==> config.mk <==
export PLATFORM = sky130hd
export DESIGN_NAME = csr_unit
export DESIGN_NICKNAME = d
export VERILOG_FILES = /design/src/rtl/csr_unit.sv
export SDC_FILE = /design/constraint.sdc
export NUM_CORES = 1
export LEC_CHECK = 0
export BUFFER_PORTS_ARGS = -buffer_cell sky130_fd_sc_hd__clkbuf_2
export CAP_MARGIN = 20
export CORE_MARGIN = 2
export CORE_UTILIZATION = 54
export CTS_CLUSTER_SIZE = 40
export DETAILED_ROUTE_END_ITERATION = 16
export PLACE_DENSITY = 0.88
export SLEW_MARGIN = 20
export SYNTH_ARGS = -nofsm -noshare
export SYNTH_HDL_FRONTEND = slang
export SYNTH_SLANG_ARGS = --single-unit
==> constraint.sdc <==
create_clock -name clk -period 9.2 [get_ports clk]
set_input_delay 0.92 -clock clk [delete_from_list [all_inputs] [get_ports clk]]
set_output_delay 0.92 -clock clk [all_outputs]
set_load 0.1 [all_outputs]
==> src/rtl/csr_unit.sv <==
// CSR file and exception controller at the end of the writeback CSR bus.
// Timer CSRs (TID/TCFG/TVAL/TICLR) exist only when CSR_TIMER_EN is defined.
module csr_unit #(
    parameter int TIMER_W = 32
) (
    input  logic         clk,
    input  logic         rstn,
    input  logic [152:0] Wcsr_BUS,
    input  logic         ertn_flush,
    input  logic [7:0]   hw_int,
    input  logic [13:0]  csr_raddr,
    output logic [31:0]  csr_rdata,
    output logic         ex_en,
    output logic [31:0]  ex_entry,
    output logic         ertn_en,
    output logic [31:0]  ertn_pc,
    output logic         has_int
);

    localparam logic [13:0] A_CRMD   = 14'h00;
    localparam logic [13:0] A_PRMD   = 14'h01;
    localparam logic [13:0] A_ECFG   = 14'h04;
    localparam logic [13:0] A_ESTAT  = 14'h05;
    localparam logic [13:0] A_ERA    = 14'h06;
    localparam logic [13:0] A_BADV   = 14'h07;
    localparam logic [13:0] A_EENTRY = 14'h0C;
    localparam logic [13:0] A_SAVE0  = 14'h30;
    localparam logic [13:0] A_SAVE1  = 14'h31;
    localparam logic [13:0] A_SAVE2  = 14'h32;
    localparam logic [13:0] A_SAVE3  = 14'h33;
`ifdef CSR_TIMER_EN
    localparam logic [13:0] A_TID    = 14'h40;
    localparam logic [13:0] A_TCFG   = 14'h41;
    localparam logic [13:0] A_TVAL   = 14'h42;
    localparam logic [13:0] A_TICLR  = 14'h44;
`endif

    logic               bus_ex;
    logic [7:0]         bus_ecode;
    logic               bus_esub;
    logic               bus_we;
    logic [13:0]        bus_addr;
    logic [TIMER_W-1:0] bus_wmask;
    logic [TIMER_W-1:0] bus_wdata;
    logic [31:0]        bus_pc;
    logic [31:0]        bus_vaddr;

    assign {bus_ex, bus_ecode, bus_esub, bus_we, bus_addr,
            bus_wmask, bus_wdata, bus_pc, bus_vaddr} = Wcsr_BUS;

    function automatic logic [31:0] merge(
        input logic [31:0] old,
        input logic [31:0] wd,
        input logic [31:0] wm
    );
        return (wd & wm) | (old & ~wm);
    endfunction

    logic [8:0]  crmd;
    logic [2:0]  prmd;
    logic [12:0] ecfg;
    logic [1:0]  is_sw;
    logic [7:0]  is_hw;
    logic        is_tm;
    logic [5:0]  ecode;
    logic [8:0]  esub;
    logic [31:0] era;
    logic [31:0] badv;
    logic [25:0] eentry;
    logic [31:0] save [4];

    logic [12:0] is_all;
    logic [31:0] estat_rd;

    // An exception cancels any CSR write retiring alongside it.
    logic wr;
    logic we_crmd, we_prmd, we_ecfg, we_estat;
    logic we_era, we_badv, we_eentry;
    logic [3:0] we_save;
    logic badv_hit;

    assign wr        = bus_we && !bus_ex;
    assign we_crmd   = wr && (bus_addr == A_CRMD);
    assign we_prmd   = wr && (bus_addr == A_PRMD);
    assign we_ecfg   = wr && (bus_addr == A_ECFG);
    assign we_estat  = wr && (bus_addr == A_ESTAT);
    assign we_era    = wr && (bus_addr == A_ERA);
    assign we_badv   = wr && (bus_addr == A_BADV);
    assign we_eentry = wr && (bus_addr == A_EENTRY);
    assign we_save[0] = wr && (bus_addr == A_SAVE0);
    assign we_save[1] = wr && (bus_addr == A_SAVE1);
    assign we_save[2] = wr && (bus_addr == A_SAVE2);
    assign we_save[3] = wr && (bus_addr == A_SAVE3);
    assign badv_hit  = (bus_ecode == 8'h08) || (bus_ecode == 8'h09);

    assign ex_en    = bus_ex;
    assign ex_entry = {eentry, 6'b0};
    assign ertn_en  = ertn_flush && !bus_ex;
    assign ertn_pc  = era;

    always_ff @(posedge clk) begin
        if (!rstn) begin
            crmd <= 9'h008;
        end else if (bus_ex) begin
            crmd[2:0] <= 3'b000;
        end else if (ertn_en) begin
            crmd[2:0] <= prmd;
        end else if (we_crmd) begin
            crmd <= 9'(merge({23'b0, crmd}, bus_wdata, bus_wmask));
        end
    end

    always_ff @(posedge clk) begin
        if (!rstn) begin
            prmd <= 3'b000;
        end else if (bus_ex) begin
            prmd <= crmd[2:0];
        end else if (we_prmd) begin
            prmd <= 3'(merge({29'b0, prmd}, bus_wdata, bus_wmask));
        end
    end

    always_ff @(posedge clk) begin
        if (!rstn) begin
            ecfg <= '0;
        end else if (we_ecfg) begin
            ecfg <= 13'(merge({19'b0, ecfg}, bus_wdata, bus_wmask))
                    & 13'h1BFF;
        end
    end

    always_ff @(posedge clk) begin
        if (!rstn) begin
            is_hw <= '0;
            is_sw <= '0;
            ecode <= '0;
            esub  <= '0;
        end else begin
            is_hw <= hw_int;
            if (we_estat) begin
                is_sw <= 2'(merge({30'b0, is_sw}, bus_wdata, bus_wmask));
            end
            if (bus_ex) begin
                ecode <= bus_ecode[5:0];
                esub  <= {8'b0, bus_esub};
            end
        end
    end

    always_ff @(posedge clk) begin
        if (!rstn) begin
            era    <= '0;
            badv   <= '0;
            eentry <= '0;
        end else begin
            if (bus_ex) begin
                era <= bus_pc;
            end else if (we_era) begin
                era <= merge(era, bus_wdata, bus_wmask);
            end
            if (bus_ex) begin
                if (badv_hit) begin
                    badv <= bus_vaddr;
                end
            end else if (we_badv) begin
                badv <= merge(badv, bus_wdata, bus_wmask);
            end
            if (we_eentry) begin
                eentry <= 26'(merge({eentry, 6'b0}, bus_wdata, bus_wmask)
                              >> 6);
            end
        end
    end

    always_ff @(posedge clk) begin
        if (!rstn) begin
            for (int i = 0; i < 4; i++) begin
                save[i] <= '0;
            end
        end else begin
            for (int i = 0; i < 4; i++) begin
                if (we_save[i]) begin
                    save[i] <= merge(save[i], bus_wdata, bus_wmask);
                end
            end
        end
    end

`ifdef CSR_TIMER_EN
    logic [TIMER_W-1:0] tid;
    logic [TIMER_W-1:0] tcfg;
    logic [TIMER_W-1:0] tval;
    logic [TIMER_W-1:0] tcfg_new;
    logic               we_tid, we_tcfg, we_ticlr;
    logic               timer_set, timer_clr;

    assign we_tid    = wr && (bus_addr == A_TID);
    assign we_tcfg   = wr && (bus_addr == A_TCFG);
    assign we_ticlr  = wr && (bus_addr == A_TICLR);
    assign tcfg_new  = merge(tcfg, bus_wdata, bus_wmask);
    // A TCFG write reloads TVAL, so no 1->0 expiry happens that cycle.
    assign timer_set = tcfg[0] && (tval == 1) && !we_tcfg;
    assign timer_clr = we_ticlr && bus_wdata[0] && bus_wmask[0];

    always_ff @(posedge clk) begin
        if (!rstn) begin
            tid  <= '0;
            tcfg <= '0;
        end else begin
            if (we_tid) begin
                tid <= merge(tid, bus_wdata, bus_wmask);
            end
            if (we_tcfg) begin
                tcfg <= tcfg_new;
            end
        end
    end

    always_ff @(posedge clk) begin
        if (!rstn) begin
            tval <= '0;
        end else if (we_tcfg) begin
            tval <= {tcfg_new[TIMER_W-1:2], 2'b00};
        end else if (tcfg[0]) begin
            if (tval != 0) begin
                tval <= tval - 1'b1;
            end else if (tcfg[1]) begin
                tval <= {tcfg[TIMER_W-1:2], 2'b00};
            end
        end
    end

    always_ff @(posedge clk) begin
        if (!rstn) begin
            is_tm <= 1'b0;
        end else if (timer_set) begin
            is_tm <= 1'b1;
        end else if (timer_clr) begin
            is_tm <= 1'b0;
        end
    end
`else
    assign is_tm = 1'b0;
`endif

    assign is_all   = {1'b0, is_tm, 1'b0, is_hw, is_sw};
    assign estat_rd = {1'b0, esub, ecode, 3'b000, is_all};
    assign has_int  = crmd[2] && |(is_all & ecfg);

    always_comb begin
        csr_rdata = '0;
        case (csr_raddr)
            A_CRMD:   csr_rdata = {23'b0, crmd};
            A_PRMD:   csr_rdata = {29'b0, prmd};
            A_ECFG:   csr_rdata = {19'b0, ecfg};
            A_ESTAT:  csr_rdata = estat_rd;
            A_ERA:    csr_rdata = era;
            A_BADV:   csr_rdata = badv;
            A_EENTRY: csr_rdata = {eentry, 6'b0};
            A_SAVE0:  csr_rdata = save[0];
            A_SAVE1:  csr_rdata = save[1];
            A_SAVE2:  csr_rdata = save[2];
            A_SAVE3:  csr_rdata = save[3];
`ifdef CSR_TIMER_EN
            A_TID:    csr_rdata = tid;
            A_TCFG:   csr_rdata = tcfg;
            A_TVAL:   csr_rdata = tval;
            A_TICLR:  csr_rdata = '0;
`endif
            default:  csr_rdata = '0;
        endcase
    end

endmodule

==> reports/results.tsv <==
metric	value	unit
fin area	15900	sq um
die area	26000	sq um
Area Growth Syn to Fin	19.3	%
WL final	45600	um
f_max	0.202	GHz
top cells by area, synth	edfxtp_1 (29%), dfxtp_1 (20%), a21oi_1 (6.3%)	
CP cell instances	clkbuf_2 -> nor4_2 -> nand2_1 -> nor3_2 -> buf_4 -> a22oi_1 -> nand3_1 -> clkbuf_2	
via count of the first global-routing pass	13000	
area leader, netlist	edfxtp_1	
VDD IR max	132	uV
Initial Util	0.549	
wire per inst	22.9	um
Site Rows	57	
Residual DRC	0	
Final GP Congestion	0.894	
Least-Margin Pin Slew	1110	ps
first-pass GRT wire length	69900	um
max-cap violation count	0	
Critical Path Max Stage Delay	960	ps
initial antenna violation count	0	
grt ovf	0	
Final setup viols	0	
Critical Path Start	csr_raddr[9]	
fin crit share	0.537	
ant diodes	0	
Final Hold Vio Count	0	
Total GRT Usage	0.340	
clk_lat worst skew	540	ps
Core Box Area	24300	sq um
fraction of layout instances using a drive strength above 1	0.225	
#FFs+latches synth	259	
Final HPWL DP	30300	um
Yosys Warn Count	0	
clk slew on worst S/H paths	60	ps
CP most frequent cell	clkbuf_2	
nets@finish	1827	
Layout fillers	1875	
Die Span Y	161	um
Chip Width	161	um
CTS Sinks	259	
post-route ant nets	0	
mapped cell area	13300	sq um
Seq/Total Area, Yosys	0.485	
synthesized area per cell	9.35	sq um
Pins Over Slew Limit	0	
CTS tree	yes	
total power	2.80	mW
DP Area	14900	sq um
CP Max Fanout	16	
power density over the cells	176	nW/um^2
CTS Hold Buffers Added	0	
Post-synth ARST share	0	
Distinct cells, synth	60	
clk_skew	9.21	ps
largest net degree at the start of global routing	83	
area share of the largest cell type after synthesis	0.288	
run status	complete, no violations	
worst path buffer plus inverter count	3	
critical path endpoint category	output pin	
Clock Path Buffers	3	
Starting DRT DRC Count	1933	
hold crit path type	reg -> reg	
Leak	6.66	nW
fin crit period	4940	ps
post-cts gate resize count	0	
crit path max-delay cell type	nor3_2	
main flop type after synthesis	dfxtp_1	
Avg Vias per Cell	6.72	
RSZ-0062 raised after global routing	no	
Top-Level Pins	277	
CP required	8280	ps
Crit path max-delay family	simple AND/OR/NAND/NOR gates	
Worst Setup Start Kind	input port	
Final Util	0.654	
setup TNS	0	ps
Worst Path Arrival	4020	ps
# H-tree levels	1	
Post-synth EDFFs	128	
Root Buffer	clkbuf_16	
slew margin rel.	0.255	
Post-CTS Setup Bufs	0	
Crit Path Category	in -> out	
cell count after synthesis	1427	
Pre-antenna DRT Iters	8	
Port Buf Inserts	270	
Vias	13400	
CTS Buf Count	28	
cell usage after synthesis (all sizes together) (2+ instances only):
library cell	instances
nor2b	25
mux2i	43
and4	2
mux4	6
nor3	15
nor2	39
a222oi	28
a22o	6
nand3	78
buf	38
a221oi	6
o22a	23
a31oi	29
o2bb2a	7
clkbuf	68
edfxtp	128
nand2b	28
a21oi	167
a21boi	10
nand2	219
o21a	5
and2	14
and3	11
a211oi	8
a2bb2oi	2
a22oi	49
o21ai	94
nand4	3
o211ai	9
inv	39
mux2	4
nor4b	3
nor4	12
dfxtp	131
a41o	26
o311a	27
or3	11
nand4b	3
power breakdown:
part	switching, mW	total, mW	internal (mW)
Combinational	0.235	0.316	0.0812
Sequential	0.0250	1.27	1.24
Clock	0.484	1.22	0.737
stage by stage:
step | setup slack, ps | hold slack (ps) | instances
after floorplan | 4540 | 431 | 1432
final | 4260 | 466 | 1995
after global placement | 4410 | 441 | 1943
after CTS | 4320 | 466 | 1995
after global routing | 4090 | 483 | 1995
after detailed placement | 4330 | 452 | 1943
layout make-up:
type	count	area, sq um	share of cell area
Clock buffer	35	811	0.0509
Clock inverter	17	196	0.0123
Inverter	39	146	0.00920
Multi-Input combinational cell	1028	6360	0.400
Sequential cell	259	6470	0.406
Tap cell	324	405	0.0255
Timing Repair Buffer	293	1530	0.0961
routing by layer:
metal	part of all wire	vias up	global-route usage	wire length [um]
met5	0	-	0	0
met4	0.042	0	0.163	1930
met3	0.13	192	0.0673	6040
met2	0.46	1137	0.553	21200
met1	0.36	6229	0.437	16500
li1	-	5854	-	-
cells in the final DEF (no fill, tap or decap), types with 13 or more instances in the layout:
cell	instances
a21oi_1	167
a222oi_1	28
a22oi_1	49
a31oi_1	29
a41o_1	26
and2_1	13
buf_4	25
clkbuf_16	31
clkbuf_2	268
dfxtp_1	131
edfxtp_1	128
inv_1	38
mux2i_1	43
nand2_1	218
nand2b_1	28
nand3_1	75
nor2_1	37
nor2b_1	25
o21ai_0	89
o22a_1	23
o311a_1	27
logic make-up after synthesis:
group / share of synthesized area
flops: 0.485
compound gates: 0.250
other cells: 0.000281
simple gates: 0.172
mux: 0.0458
buf+inv: 0.0469
path summary, 6_finish.rpt:
path	endpoint	slack, ps	cells after the start
min	register	470	1
min reg2reg	register	470	1
max reg2reg	register	8220	2
max	csr_rdata[6]	4260	8
Note: power is estimated with default switching activity, not from simulation.
